**config.mk**
```make
export PLATFORM = sky130hd
export DESIGN_NAME = arc4_seq
export DESIGN_NICKNAME = d
export VERILOG_FILES = /design/src/rtl/arc4_pkg.sv /design/src/rtl/arc4_s_mux.sv /design/src/rtl/arc4_seq.sv
export SDC_FILE = /design/constraint.sdc
export NUM_CORES = 1
export LEC_CHECK = 0
export ABC_AREA = 1
export BUFFER_PORTS_ARGS = -buffer_cell sky130_fd_sc_hd__buf_2
export CAP_MARGIN = 20
export CORE_MARGIN = 2
export CORE_UTILIZATION = 48
export DETAILED_ROUTE_END_ITERATION = 10
export PLACE_DENSITY = 0.81
export SKIP_CTS_REPAIR_TIMING = 1
export SLEW_MARGIN = 0
export SYNTH_ARGS = -nofsm -noshare
export SYNTH_HDL_FRONTEND = slang
export SYNTH_SLANG_ARGS = --single-unit
```
**constraint.sdc**
```tcl
create_clock -name clk -period 1.7 [get_ports clk]
set_clock_uncertainty 0.05 [all_clocks]
set_input_delay 0.085 -clock clk [delete_from_list [all_inputs] [get_ports clk]]
set_output_delay 0.085 -clock clk [all_outputs]
set_load 0.02 [all_outputs]
```
**src/rtl/arc4_pkg.sv**
```systemverilog
// arc4_pkg: shared state/phase encodings and defaults for the ARC4 decrypt sequencer
package arc4_pkg;
  typedef enum logic [2:0] {IDLE, WAITR, START, ACK, BUSY, FAULT} seq_state_t;
  typedef enum logic [1:0] {PH_INIT = 2'd0, PH_KSA = 2'd1, PH_PRGA = 2'd2} phase_t;
  localparam int ARC4_TIMEOUT = 16383;
endpackage

```
**src/rtl/arc4_s_mux.sv**
```systemverilog
// arc4_s_mux: grant-gated 3:1 mux of sub-block memory address/data/write-enable
module arc4_s_mux import arc4_pkg::*; (
  input  logic [1:0] sel,
  input  logic       valid,
  input  logic [7:0] addr0,
  input  logic [7:0] wrdata0,
  input  logic       wren0,
  input  logic [7:0] addr1,
  input  logic [7:0] wrdata1,
  input  logic       wren1,
  input  logic [7:0] addr2,
  input  logic [7:0] wrdata2,
  input  logic       wren2,
  output logic [7:0] addr,
  output logic [7:0] wrdata,
  output logic       wren
);
  logic hit0, hit1, hit2;
  assign hit0 = valid && sel == PH_INIT;
  assign hit1 = valid && sel == PH_KSA;
  assign hit2 = valid && sel == PH_PRGA;
  always_comb begin
    addr   = hit0 ? addr0   : hit1 ? addr1   : hit2 ? addr2   : 8'h00;
    wrdata = hit0 ? wrdata0 : hit1 ? wrdata1 : hit2 ? wrdata2 : 8'h00;
    wren   = hit0 ? wren0   : hit1 ? wren1   : hit2 ? wren2   : 1'b0;
  end
endmodule

```
**src/rtl/arc4_seq.sv**
```systemverilog
// arc4_seq: runs init, ksa, prga in order and grants the S memory port to the active phase
module arc4_seq import arc4_pkg::*; #(
  parameter int TIMEOUT = ARC4_TIMEOUT,
  localparam int CW = $clog2(TIMEOUT + 1)
) (
  input  logic       clk,
  input  logic       rst_n,
  input  logic       en,
  output logic       rdy,
  output logic       fault,
  output logic [1:0] phase,
  output logic       init_en,
  output logic       ksa_en,
  output logic       prga_en,
  input  logic       init_rdy,
  input  logic       ksa_rdy,
  input  logic       prga_rdy,
  input  logic [7:0] init_addr,
  input  logic [7:0] ksa_addr,
  input  logic [7:0] prga_addr,
  input  logic [7:0] init_wrdata,
  input  logic [7:0] ksa_wrdata,
  input  logic [7:0] prga_wrdata,
  input  logic       init_wren,
  input  logic       ksa_wren,
  input  logic       prga_wren,
  output logic [7:0] s_addr,
  output logic [7:0] s_wrdata,
  output logic       s_wren
);
  seq_state_t    state;
  logic [CW-1:0] wdog;
  logic [2:0]    en_q;
  logic          sel_rdy, grant, bad, tmo;
  assign sel_rdy = phase == PH_INIT ? init_rdy : phase == PH_KSA ? ksa_rdy :
                   phase == PH_PRGA ? prga_rdy : 1'b0;
  assign grant = state inside {WAITR, START, ACK, BUSY};
  assign bad   = phase == 2'd3;
  assign tmo   = wdog == CW'(TIMEOUT - 1);
  assign rdy   = state == IDLE;
  assign fault = state == FAULT;
  assign {prga_en, ksa_en, init_en} = en_q;
  // en_q is loaded on the WAITR->START edge so the pulse covers exactly the START cycle
  always_ff @(posedge clk) begin
    if (!rst_n) begin
      state <= IDLE;
      phase <= PH_INIT;
      wdog  <= '0;
      en_q  <= '0;
    end else begin
      en_q <= '0;
      if (grant && bad) state <= FAULT;
      else case (state)
        IDLE: if (en) begin
          state <= WAITR;
          phase <= PH_INIT;
        end
        WAITR: if (sel_rdy) begin
          state <= START;
          en_q  <= 3'b001 << phase;
        end
        START: begin
          state <= ACK;
          wdog  <= '0;
        end
        ACK: begin
          wdog  <= wdog + CW'(1);
          state <= !sel_rdy ? BUSY : tmo ? FAULT : ACK;
        end
        BUSY: begin
          wdog <= wdog + CW'(1);
          if (sel_rdy) begin
            state <= phase == PH_PRGA ? IDLE : WAITR;
            phase <= phase == PH_PRGA ? PH_INIT : phase + 2'd1;
          end else if (tmo) state <= FAULT;
        end
        FAULT: ;
        default: state <= FAULT;
      endcase
    end
  end
  arc4_s_mux u_mux (
    .sel(phase), .valid(grant),
    .addr0(init_addr), .wrdata0(init_wrdata), .wren0(init_wren),
    .addr1(ksa_addr), .wrdata1(ksa_wrdata), .wren1(ksa_wren),
    .addr2(prga_addr), .wrdata2(prga_wrdata), .wren2(prga_wren),
    .addr(s_addr), .wrdata(s_wrdata), .wren(s_wren)
  );
endmodule

```
== Word level (Yosys, flattened, before mapping) ==
Cells that the tools add are included.

* Flip-flop bits (word level): 22
* Input bits: 57
* Output and inout port bits: 24
* Word-level logic and storage cells: 72

* Add/subtract/negate cells: 2
* Equal/unequal tests: 17
* Shift-type cells: 1
* Mux-type cells: 26
* Bitwise gates (word level): 5
* Reductions and logical operators: 16

{| class="wikitable"
|+ Operators by type and width
! kind !! count
|-
| $mux W8 || 6
|-
| $pmux W14 S2 || 1
|-
| $mux W3 || 7
|-
| $pmux W3 S6 || 1
|-
| $add A14 B1 Y14 const B || 1
|-
| $eq A14 B14 Y1 const B || 1
|-
| $reduce_and A4 Y1 || 3
|-
| $mux W1 || 7
|-
| $eq A3 B2 Y1 const B || 2
|-
| $eq A3 B3 Y1 const B || 2
|-
| $mux W2 || 3
|-
| $ne A2 B2 Y1 const B || 3
|-
| $ne A3 B2 Y1 const B || 2
|-
| $not A1 Y1 || 5
|-
| $eq A2 B2 Y1 const B || 2
|-
| $logic_and A1 B1 Y1 || 4
|-
| $ne A4 B3 Y1 const B || 1
|-
| $pmux W2 S2 || 1
|-
| $reduce_bool A2 Y1 || 2
|-
| $reduce_bool A4 Y1 || 1
|-
| $reduce_or A2 Y1 || 2
|-
| $reduce_or A4 Y1 || 1
|-
| $eq A3 B1 Y1 const B || 1
|-
| $logic_not A3 Y1 || 1
|-
| 7 further kinds || 7
|}

== Depth between registers and ports, before layout ==
Gate-level depths: netlist (run 1).

* Word-level depth: 7
* Mapped depth: 11
* Gate-level depth less buffers: 11

== By module ==
Synthesis (run 1) repeated with hierarchy kept, for this count alone.

* Cells, all modules: 325
* Area total of the unflattened synthesis: 1939.4 µm²

{| class="wikitable"
|+ Modules (own cells, without submodules)
! module !! times used !! cells an instance !! area each (µm²) !! sequential area each (µm²)
|-
| arc4_seq || 1 || 241 || 1430.1 || 440.4
|-
| arc4_s_mux || 1 || 84 || 509.2 || 0.0
|}

== Worst setup path before layout (run 1) ==
No wires, ideal clock.

* Path kind: register to output
* From: register phase[0]
* To: output port s_addr[0]
* Data arrival time: 1.547 ns
* Data required time: 1.565 ns
* Setup slack: 0.018 ns
* Stages on the path, launching flop included: 6
* Path buffers: 1
* Cells stage by stage: dfxtp_1 > inv_1 > nor2_1 > clkbuf_1 > nand3_1 > nand3_1

* Word-level cells in the longest chain between the ends: 5
* Elaborated cells between the ends (all ways): 9
* Those cells by class: eq/ne (2); mux (3); reduce/logical (4)

{| class="wikitable"
|+ RTL lines
! what !! line !! text
|-
| from (decl) || arc4_seq.sv:11 || <nowiki>output logic [1:0] phase,</nowiki>
|-
| from (signal assigned) || arc4_seq.sv:74 || <nowiki>phase <= phase == PH_PRGA ? PH_INIT : phase + 2'd1;</nowiki>
|-
| $eq A2 B2 Y1 || arc4_s_mux.sv:21 || <nowiki>assign hit2 = valid && sel == PH_PRGA;</nowiki>
|-
| $logic_and A1 B1 Y1 || arc4_s_mux.sv:21 ||
|-
| $mux W8 (2 in a row) || arc4_s_mux.sv:23 || <nowiki>addr = hit0 ? addr0 : hit1 ? addr1 : hit2 ? addr2 : 8'h00;</nowiki>
|-
| $mux W8 (*) || arc4_s_mux.sv:23 ||
|-
| to (decl) || arc4_seq.sv:27 || <nowiki>output logic [7:0] s_addr,</nowiki>
|}

Mark *: on every way between the ends. The rest lies on a longest branch, timed or not.

== Worst setup path after layout (run 1) ==
* From: register state[1]
* To: output port s_addr[4]

* Word-level cells in the longest chain between the ends: 6
* Elaborated cells between the ends (all ways): 11
* Those cells by class: eq/ne (4); mux (3); reduce/logical (4)

{| class="wikitable"
|+ RTL lines
! what !! line !! text
|-
| from (decl) || arc4_seq.sv:31 || <nowiki>seq_state_t state;</nowiki>
|-
| from (signal assigned) || arc4_seq.sv:68 || <nowiki>state <= !sel_rdy ? BUSY : tmo ? FAULT : ACK;</nowiki>
|-
| from (signal assigned) || arc4_seq.sv:73 || <nowiki>state <= phase == PH_PRGA ? IDLE : WAITR;</nowiki>
|-
| $eq A3 B1 Y1 (tied with other cells) || arc4_seq.sv:37 || <nowiki>assign grant = state inside {WAITR, START, ACK, BUSY};</nowiki>
|-
| $reduce_bool A4 Y1 (*) || arc4_seq.sv:37 ||
|-
| $logic_and A1 B1 Y1 || arc4_s_mux.sv:21 ||
|-
| $mux W8 (2 in a row) || arc4_s_mux.sv:23 ||
|-
| $mux W8 (*) || arc4_s_mux.sv:23 ||
|}

Marked as above.

==> results of run 1 <==
==> critical path, stage by stage, from the launching register on <==
cell,delay [ns]
dfxtp_4,0.39
inv_2,0.06
nand3_2,0.09
nand2_2,0.08
nor2_4,0.23
nor2_4,0.07
buf_12,0.15
nand2_1,0.08
nand3_2,0.09
buf_6,0.14
==> layer usage <==
metal	GRT usage	vias up	share of wire
met5	0	-	0
met4	0.05729	0	0.011
met3	0.03596	11	0.068
met2	0.4583	82	0.50
met1	0.2911	1104	0.42
li1	-	1246	-
==> layout make-up <==
cell class | instances | area share
Clock buffer | 3 | 0.01552
Clock inverter | 1 | 0.01129
Inverter | 36 | 0.05503
Multi-Input combinational cell | 258 | 0.4732
Sequential cell | 22 | 0.1698
Tap cell | 48 | 0.02258
Timing Repair Buffer | 100 | 0.2526
==> per-stage QoR <==
stage,hold slack (ns),setup slack [ns],TNS (ns),cell area (sq um),std cells
after global placement,0.2854,-0.03928,-0.4077,2399,462
after floorplan,0.1555,0.01785,0,1827,325
after CTS,0.0006639,-0.3739,-6.137,2470,466
final,0.2805,-0.07500,-0.9222,2660,468
after detailed placement,0.2901,-0.06179,-0.8676,2399,462
after global routing,0.3170,-0.1747,-2.464,2660,468
==> kinds of logic (layout without fill, tap and decap cells) <==
kind of cell | after synthesis | count (layout)
xor gates and xnor gates | 5 | 5
adders and majority gates | 2 | 2
buffers and inverters | 45 | 140
AOI/OAI and AO/OA | 26 | 26
and+or+nand+nor | 225 | 225
DFF | 22 | 22
==> synth_stat cells (2+ instances only) <==
master and count:
a21oi_1 17, buf_2 3, clkbuf_1 4, dfxtp_1 22
ha_1 2, inv_1 31, inv_2 4, nand2_1 94
nand2_2 2, nand2_4 2, nand3_1 63, nand4_1 10
nor2_1 49, nor3_1 2, o21ai_0 4, o21bai_1 3
xor2_1 4
==> sequential cells by signal (all words and copies together) (netlist names) <==
register,cells
en_q,3
phase,2
state,3
wdog,14
==> power by group through the flow <==
stage	sequential, W	combinational, W	clock, W
floorplan	0.000557	0.000572	0
detailed placement	0.000556	0.000876	0
finish	0.000556	0.00109	0.000499
global route	0.000557	0.00117	0.000517
global placement	0.000555	0.000865	0
CTS	0.000544	0.000875	0.000503
==> worst min path at each step <==
| stage | from | to | slack [ns] |
|---|---|---|---|
| 2_1_floorplan | rst_n | state[0]$_SDFFE_PN0P_ | 0.16 |
| 3_3_place_gp | rst_n | state[0]$_SDFFE_PN0P_ | 0.29 |
| 3_5_place_dp | rst_n | state[0]$_SDFFE_PN0P_ | 0.29 |
| 4_1_cts | rst_n | state[0]$_SDFFE_PN0P_ | 0.0007 |
| 5_1_grt | en | state[1]$_SDFFE_PP0P_ | 0.32 |
| 6_report | en | phase[0]$_SDFFE_PN0P_ | 0.28 |
==> qor.yml, run 1 <==
finish:
  multi_input_area_sq_um: 1259
  register_area_sq_um: 451.7
  fillers: 295
  diodes: 0
  drive_gt1_frac: 0.3119
  area_growth_pct: 45.62
  final_util: 0.7266
  final_cell_mix: "93 x nand2_1, 67 x buf_2, 55 x nand3_1"
  final_common_cell: "nand2_1"
  fin_nets: 480
die:
  row_count: 22
  dieArea_sq_um: 4315
  io_pins: 81
  dieWidth_um: 65.69
  core_sq_um: 3661
  start_util: 0.4990
  die_h_um: 65.69
clocking:
  cts_root_buf: "clkbuf_8"
  cts_buffer_depth: 2
  numCtsBuffers: 3
  cts_sinks: 22
  clkLatencyLatePin_ns: 0.27
  tritoncts: "built"
  clk_pin_slew_ns: 0.09
  htree_levels: 1
pwr:
  p_switching_w: 0.0008349
  p_leak_nw: 1.313
  comb_power_share: 0.509
  power.share.switching: 0.3884
  p_int_w: 0.001315
  total_power_w: 0.002149
  pwr-share-clk: 0.232
  max-vdd-ir-drop_v: 0.0008383
  powerDensity_nw_per_um2: 808.1
  seq_power_share: 0.258
route:
  route.detailed.drc: 0
  drt-pass1-iter-count: 4
  drt-wirelength-per-cell_um: 12.48
  post_drt_via_cell_ratio: 5.220
  vias: 2443
  final_antenna_net_count: 0
  routed_wl_um: 5839
  drtIter0Drc: 92
logic_synthesis:
  ys_seq_elements: 22
  synth_top_family_by_area: "simple AND/OR/NAND/NOR gates"
  post_synth_and_or_nand_nor_area_fraction: 0.5377
  synthTopCellsByArea: "dfxtp_1 24%, nand2_1 19%, nand3_1 17%"
  ys_async_sr_fraction: 0
  muxShareOfSynthArea: 0
  syn_avg_cell_area_sq_um: 5.621
  netlist_instances: 325
  yosysUniqueCellTypes: 26
  synth_fp_nets: 384
  yosysTopAreaCellShare: 0.2411
  netlist_area_sq_um: 1827
  synth_compound_area_frac: 0.08219
  synth_fa_ha_area_frac: 0.01370
  synth-edff-count: 0
  yosys.area_share.xor_xnor: 0.02397
  synth_top_cell_by_area: "dfxtp_1"
  synth-seq-area-share: 0.2411
  synth_flop_cell: "dfxtp_1"
  ys_warn_count: 0
worst_setup_path:
  timing.rr.end: "wdog[13]$_SDFFE_PN0P_"
  crit_start: "state[1]$_SDFFE_PP0P_"
  critical_path_class: "flip-flop to output pin"
  crit_required_ns: 1.56
  end_kind: "output pin"
  arrival_ns: 1.64
  r2r_cells: 11
  startpoint_type: "flip-flop"
  cp_max_fo: 17
  rrSetupSlack_ns: 0.09
  r2r_start: "state[2]$_SDFFE_PN0P_"
  endpoint: "s_addr[4]"
job:
  maxCapViolCount: 0
outcome:
  status: "finished, violations left"
  violations: "negative setup slack"
timing:
  rsz0062_at_grt: "yes"
  max_slew_margin: 0.7940
  final-setup-viol-count: 17
  fin_crit_ns: 1.775
  drv_slew: 0
  hold_viol_final: 0
  fmax_mhz: 563.4
  worst_slack_ns: -0.07500
  min_period_over_period: 1.044
  tightest_slew_ns: 0.3079
placed_design:
  post-dp-hpwl_um: 4236
  portBuffers: 80
  place_congestion: 0.9388
global_route:
  grt_pass1_vias: 2079
  grt.total_usage: 0.2453
  antenna_found_initial: 0
  grt_overflow: 0
  grt_pass1_wl_um: 8514
  grt_max_degree: 35
worst_hold_path:
  hold_path.class: "input port to flip-flop"
  holdPathStages: 6
No activity file was read; power rests on OpenSTA's default activity.
==> run 2: changes to the inputs <==
--- a/config.mk
+++ b/config.mk
@@ -13,6 +13,7 @@
 export DETAILED_ROUTE_END_ITERATION = 10
 export PLACE_DENSITY = 0.81
 export SKIP_CTS_REPAIR_TIMING = 1
+export SKIP_LAST_GASP = 1
 export SLEW_MARGIN = 0
 export SYNTH_ARGS = -nofsm -noshare
 export SYNTH_HDL_FRONTEND = slang
==> run 2 against run 1 <==
  * The run still ends with negative setup slack left
  * Global-route usage unchanged
  * Critical path depth unchanged
  * Cell area decreased by 0.66%
  * Routed wire length decreased by 1.1%
  * Via count decreased by 0.16%
  * Combinational power about the same
  * Power decreased by 0.71%
  * First-iteration DRC count increased by 1.1%
  * Register-to-register slack about the same
  * Clock power about the same
  * Count of clock-buffer cells in the layout unchanged
==> qor.yml, run 2 (synthesis results as in run 1) <==
route:
  drt-pass1-iter-count: 5  # was 4
  vias: 2439  # was 2,443
  drt-wirelength-per-cell_um: 12.34  # was 12.48 um
  post_drt_via_cell_ratio: 5.212  # was 5.220
  route.detailed.drc: 0  # unchanged
  routed_wl_um: 5773  # was 5839 um
  final_antenna_net_count: 0  # unchanged
  drtIter0Drc: 93  # was 92
finish:
  top_regs: "wdog x14, en_q x3, state x3"  # unchanged
  final_cell_mix: "93 x nand2_1, 67 x buf_2, 58 x nand3_1"  # was 93 x nand2_1, 67 x buf_2, 55 x nand3_1
  drive_gt1_frac: 0.3048  # was 0.3119
  fin_nets: 480  # unchanged
  fillers: 302  # was 295
  regMostFlops: "wdog"  # unchanged
  diodes: 0  # unchanged
  area_growth_pct: 44.66  # was 45.62%
  largest_reg_flops: 14  # unchanged
  final_area_sq_um: 2643  # was 2660 sq um
  register_area_sq_um: 451.7  # unchanged
  multi_input_area_sq_um: 1244  # was 1259 sq um
  final_common_cell: "nand2_1"  # unchanged
die:
  io_pins: 81  # unchanged
  core_sq_um: 3661  # unchanged
  start_util: 0.4990  # unchanged
  row_count: 22  # unchanged
  dieArea_sq_um: 4315  # unchanged
  die_h_um: 65.69  # unchanged
  dieWidth_um: 65.69  # unchanged
timing:
  rsz0062_at_grt: "yes"  # unchanged
  min_period_over_period: 1.044  # about the same
  final-setup-viol-count: 17  # unchanged
  worst_slack_ns: -0.07472  # was -0.07500 ns
  drv_slew: 0  # unchanged
  max_slew_margin: 0.7940  # about the same
  fmax_mhz: 563.5  # was 563.4 MHz
  hold_ws_ns: 0.2820  # was 0.2805 ns
  fin_crit_ns: 1.775  # about the same
  hold_viol_final: 0  # unchanged
  tightest_slew_ns: 0.3079  # about the same
pwr:
  powerDensity_nw_per_um2: 807.6  # was 808.1 nW/um^2
  p_leak_nw: 1.294  # was 1.313 nW
  max-vdd-ir-drop_v: 0.0008331  # was 0.0008383 V
placed_design:
  place_congestion: 0.9388  # unchanged
  post-dp-hpwl_um: 4236  # unchanged
  post-place-ws_ns: -0.06179  # unchanged
  dpl_cell_area_sq_um: 2399  # unchanged
  portBuffers: 80  # unchanged
outcome:
  violations: "negative setup slack"  # unchanged
  status: "finished, violations left"  # unchanged
clocking:
  cts_root_buf: "clkbuf_8"  # unchanged
  htree_levels: 1  # unchanged
  numCtsBuffers: 3  # unchanged
  clk_pin_slew_ns: 0.09  # about the same
  cts_sinks: 22  # unchanged
  tritoncts: "built"  # unchanged
  clkLatencyLatePin_ns: 0.27  # about the same
  cts_buffer_depth: 2  # unchanged
worst_setup_path:
  critical_path_class: "flip-flop to output pin"  # unchanged
  cp_max_fo: 17  # unchanged
  startpoint_type: "flip-flop"  # unchanged
  end_kind: "output pin"  # unchanged
  crit_required_ns: 1.56  # about the same
  arrival_ns: 1.64  # about the same
global_route:
  grt_pass1_wl_um: 8514  # unchanged
  grt_max_degree: 35  # unchanged
  antenna_found_initial: 0  # unchanged
  grt_pass1_vias: 2079  # unchanged
  grt_overflow: 0  # unchanged
  grt.total_usage: 0.2453  # unchanged
job:
  maxCapViolCount: 0  # unchanged
worst_hold_path:
  hold_path.class: "input port to flip-flop"  # unchanged
## run 2: cell counts in the layout (fill, tap and decap cells not counted)
No cell type changed its count.
## run 2: final timing paths
| check | startpoint | endpoint | slack (ns) | cells past startpoint |
|---|---|---|---|---|
| setup / recovery | state[0]$_SDFFE_PN0P_ | s_addr[4] | -0.07 | 9 |
| setup reg to reg | state[2]$_SDFFE_PN0P_ | wdog[13]$_SDFFE_PN0P_ | 0.09 | 11 |
| hold / removal | en | phase[0]$_SDFFE_PN0P_ | 0.28 | 6 |
| hold reg to reg | wdog[3]$_SDFFE_PN0P_ | wdog[3]$_SDFFE_PN0P_ | 0.45 | 2 |
## run 2: final cells by class
type	count	area share
multi-input combinational	258	0.4706
tap	48	0.02273
timing repair buffer	100	0.2543
sequential	22	0.1709
clock buffer	3	0.01563
inverter	36	0.05445
clock inverter	1	0.01136
## run 2: worst max-delay path: stages, from the launching register on
cell and delay [ns]:
dfxtp_4 0.39, inv_2 0.06, nand3_2 0.08, nand2_2 0.07, nor2_4 0.23, nor2_4 0.07
buf_12 0.15, nand2_1 0.08, nand3_2 0.09, buf_6 0.14
## run 2: routing by layer
layer	global-route usage	vias up	wire length, um
li1	-	1249	-
met1	0.2911	1098	2409
met2	0.4583	83	2903
met3	0.03596	9	410
met4	0.05729	0	50
met5	0	-	0
## run 2: power breakdown
group / leakage, nW / internal (W) / switching [W]
Combinational: 1.08 / 0.000463 / 0.000619
Clock: 0.0357 / 0.000315 / 0.000184
Sequential: 0.180 / 0.000532 / 0.0000209
## run 2: metrics by stage
| step | util | instances | setup TNS, ns | total power, W |
|---|---|---|---|---|
| floorplan | - | 325 | 0 | 0.001129 |
| global placement | 0.6552 | 462 | -0.4077 | 0.001420 |
| detailed placement | 0.6552 | 462 | -0.8676 | 0.001432 |
| CTS | 0.6746 | 466 | -6.137 | 0.001922 |
| global route | 0.7218 | 468 | -2.562 | 0.002237 |
| finish | 0.7218 | 468 | -0.8744 | 0.002134 |
==> run 3: changes to the inputs <==
--- a/config.mk
+++ b/config.mk
@@ -9,9 +9,10 @@
 export BUFFER_PORTS_ARGS = -buffer_cell sky130_fd_sc_hd__buf_2
 export CAP_MARGIN = 20
 export CORE_MARGIN = 2
-export CORE_UTILIZATION = 48
+export CORE_UTILIZATION = 43
 export DETAILED_ROUTE_END_ITERATION = 10
-export PLACE_DENSITY = 0.81
+export GPL_TIMING_DRIVEN = 0
+export PLACE_DENSITY = 0.83
 export SKIP_CTS_REPAIR_TIMING = 1
 export SKIP_LAST_GASP = 1
 export SLEW_MARGIN = 0
==> constraint.sdc (replaced) <==
create_clock -name clk -period 1.45 [get_ports clk]
set_clock_uncertainty 0.05 [all_clocks]
set_input_delay 0.0725 -clock clk [delete_from_list [all_inputs] [get_ports clk]]
set_output_delay 0.0725 -clock clk [all_outputs]
set_load 0.02 [all_outputs]
==> run 3 against run 2 <==
  * The run still ends with negative setup slack left
  * Global-route usage shrank 1.7 points
  * Power grew 28%
  * First-iteration DRC count is 150% higher
  * Register-to-register slack lost 0.34 ns
  * Clock power shrank 7.4%
  * Sequential share of layout area shrank 1.5 points
  * Count of clock-buffer cells in the layout rose by 1
  * Die area increased by 11%
  * Setup slack got worse by 0.29 ns
  * Routed wire length grew 39%
  * Cell area increased by 14%
  * Critical path depth is the same
  * Largest cell class unchanged
==> qor.yml, run 3 (synthesis results as in run 1) <==
outcome:
  status: "finished, violations left"  # unchanged
  violations: "negative setup slack"  # unchanged
global_route:
  grt_pass1_vias: 2163  # was 2,079
  grt_max_degree: 13  # was 35
  met3_usage: 0.04651  # was 0.03596
  antenna_found_initial: 0  # unchanged
  grt_use_met2: 0.4124  # was 0.4583
  grt.total_usage: 0.2285  # was 0.2453
  grt_use_met1: 0.2718  # was 0.2911
  grt_overflow: 0  # unchanged
  grt_pass1_wl_um: 9397  # was 8514 um
  gr-max-usage-layer: "met2"  # unchanged
route:
  drt-wirelength-per-cell_um: 16.69  # was 12.34 um
  final_antenna_net_count: 0  # unchanged
  route.detailed.drc: 0  # unchanged
  vias: 2773  # was 2,439
  drt-pass1-iter-count: 5  # unchanged
  post_drt_via_cell_ratio: 5.777  # was 5.212
  routed_wl_um: 8010  # was 5773 um
  drtIter0Drc: 232  # was 93
finish:
  regMostFlops: "wdog"  # unchanged
  final_cell_mix: "84 x nand2_1, 72 x buf_2, 41 x nand3_1"  # was 93 x nand2_1, 67 x buf_2, 58 x nand3_1
  drive_gt1_frac: 0.4605  # was 0.3048
  diodes: 0  # unchanged
  area_growth_pct: 64.59  # was 44.66%
  final_area_sq_um: 3007  # was 2643 sq um
  final_common_cell: "nand2_1"  # unchanged
  fin_nets: 490  # was 480
  top_regs: "wdog x14, en_q x3, state x3"  # unchanged
  largest_reg_flops: 14  # unchanged
placed_design:
  post-dp-hpwl_um: 4446  # was 4236 um
  portBuffers: 80  # unchanged
  post-place-ws_ns: -0.3550  # was -0.06179 ns
  place_congestion: 0.9448  # was 0.9388
  dpl_cell_area_sq_um: 2354  # was 2399 sq um
clocking:
  clkLatencyLatePin_ns: 0.27  # about the same
  cts_sinks: 22  # unchanged
  htree_levels: 1  # unchanged
  clk_pin_slew_ns: 0.09  # about the same
  cts_root_buf: "clkbuf_8"  # unchanged
  cts_buffer_depth: 2  # unchanged
  tritoncts: "built"  # unchanged
  numCtsBuffers: 3  # unchanged
die:
  start_util: 0.4502  # was 0.4990
  io_pins: 81  # unchanged
  dieWidth_um: 69.18  # was 65.69 um
  dieArea_sq_um: 4786  # was 4315 sq um
  die_h_um: 69.18  # was 65.69 um
  core_sq_um: 4058  # was 3661 sq um
  row_count: 23  # was 22
timing:
  fin_crit_ns: 1.817
  min_period_over_period: 1.253
  worst_slack_ns: -0.3672  # was -0.07472 ns
  fmax_mhz: 550.3
  final-setup-viol-count: 39  # was 17
  tightest_slew_ns: 0.5995  # was 0.3079 ns
  rsz0062_at_grt: "yes"  # unchanged
  hold_viol_final: 0  # unchanged
  max_slew_margin: 0.6003  # was 0.7940
  drv_slew: 0  # unchanged
worst_hold_path:
  hold_path.class: "input port to flip-flop"  # unchanged
  hold_start: "rst_n"  # was en
  holdPathStages: 3  # was 6
worst_setup_path:
  critical_path_class: "flip-flop to output pin"  # unchanged
  cp_max_fo: 10  # was 17
  arrival_ns: 1.69  # was 1.64 ns
  startpoint_type: "flip-flop"  # unchanged
  crit_required_ns: 1.33  # was 1.56 ns
  end_kind: "output pin"  # unchanged
  crit_start: "state[1]$_SDFFE_PP0P_"  # was state[0]$_SDFFE_PN0P_
  r2r_start: "state[1]$_SDFFE_PP0P_"  # was state[2]$_SDFFE_PN0P_
  r2r_cells: 11  # unchanged
pwr:
  p_leak_nw: 1.426  # was 1.294 nW
  powerDensity_nw_per_um2: 909.9  # was 807.6 nW/um^2
  max-vdd-ir-drop_v: 0.0005882  # was 0.0008331 V
job:
  maxCapViolCount: 0  # unchanged
-- run 3: cell count changes in the layout (fill, tap and decap cells not counted), sizes merged --
cell / previous run / this run
dlygate4sd3: 1 / 0
clkbuf: 3 / 8
buf: 99 / 106
bufinv: 1 / 0
inv: 35 / 36
clkinv: 1 / 0
-- run 3: per-layer routing --
layer / vias to the layer above / wire [um]
met2: 184 / 4040
met1: 1267 / 2831
met3: 51 / 704
met4: 0 / 433
met5: - / 0
li1: 1271 / -
-- run 3: power by group --
| group | internal (W) | switching [W] | total (W) |
|---|---|---|---|
| clock network | 0.000243 | 0.000219 | 0.000462 |
| logic | 0.000694 | 0.000911 | 0.00161 |
| registers | 0.000621 | 0.0000479 | 0.000668 |
| total | 0.00156 | 0.00118 | 0.00274 |
-- run 3: stage by stage --
step / utilization / std cells / hold slack, ns / total power (W) / setup TNS (ns)
3_3_place_gp: 0.5800 / 455 / 0.2872 / 0.001679 / -6.568
4_1_cts: 0.5936 / 459 / 0.01242 / 0.002139 / -13.01
5_1_grt: 0.7410 / 480 / 0.004658 / 0.002849 / -12.17
3_5_place_dp: 0.5800 / 455 / 0.2964 / 0.001696 / -7.619
2_1_floorplan: - / 325 / 0.1356 / 0.001368 / -0.3267
6_report: 0.7410 / 480 / 0.01586 / 0.002736 / -9.803
-- run 3: area by class of cell --
cell class              instances  area, sq um
clock buffers                   4        55.05
fillers                       275         1051
multi-input cells             258         1509
inverters                      36        170.2
repair buffers                101        649.4
well taps                      50        62.56
flip-flops and latches         22        469.2
plain buffers                   9        91.34
-- run 3: final timing paths --
kind	end	slack (ns)
min	state[0]$_SDFFE_PN0P_	0.02
max	s_wrdata[2]	-0.37
max reg2reg	wdog[7]$_SDFFE_PN0P_	-0.25
min reg2reg	wdog[7]$_SDFFE_PN0P_	0.44
-- run 3: worst max-delay path, stage by stage, from the launching register on --
cell and delay, ns:
dfxtp_4 0.40, nor2_4 0.17, nand2_4 0.08, nand2_4 0.10, nor2_4 0.06, inv_4 0.09, buf_6 0.15, nand3_1 0.11
nand3_2 0.09, buf_2 0.15
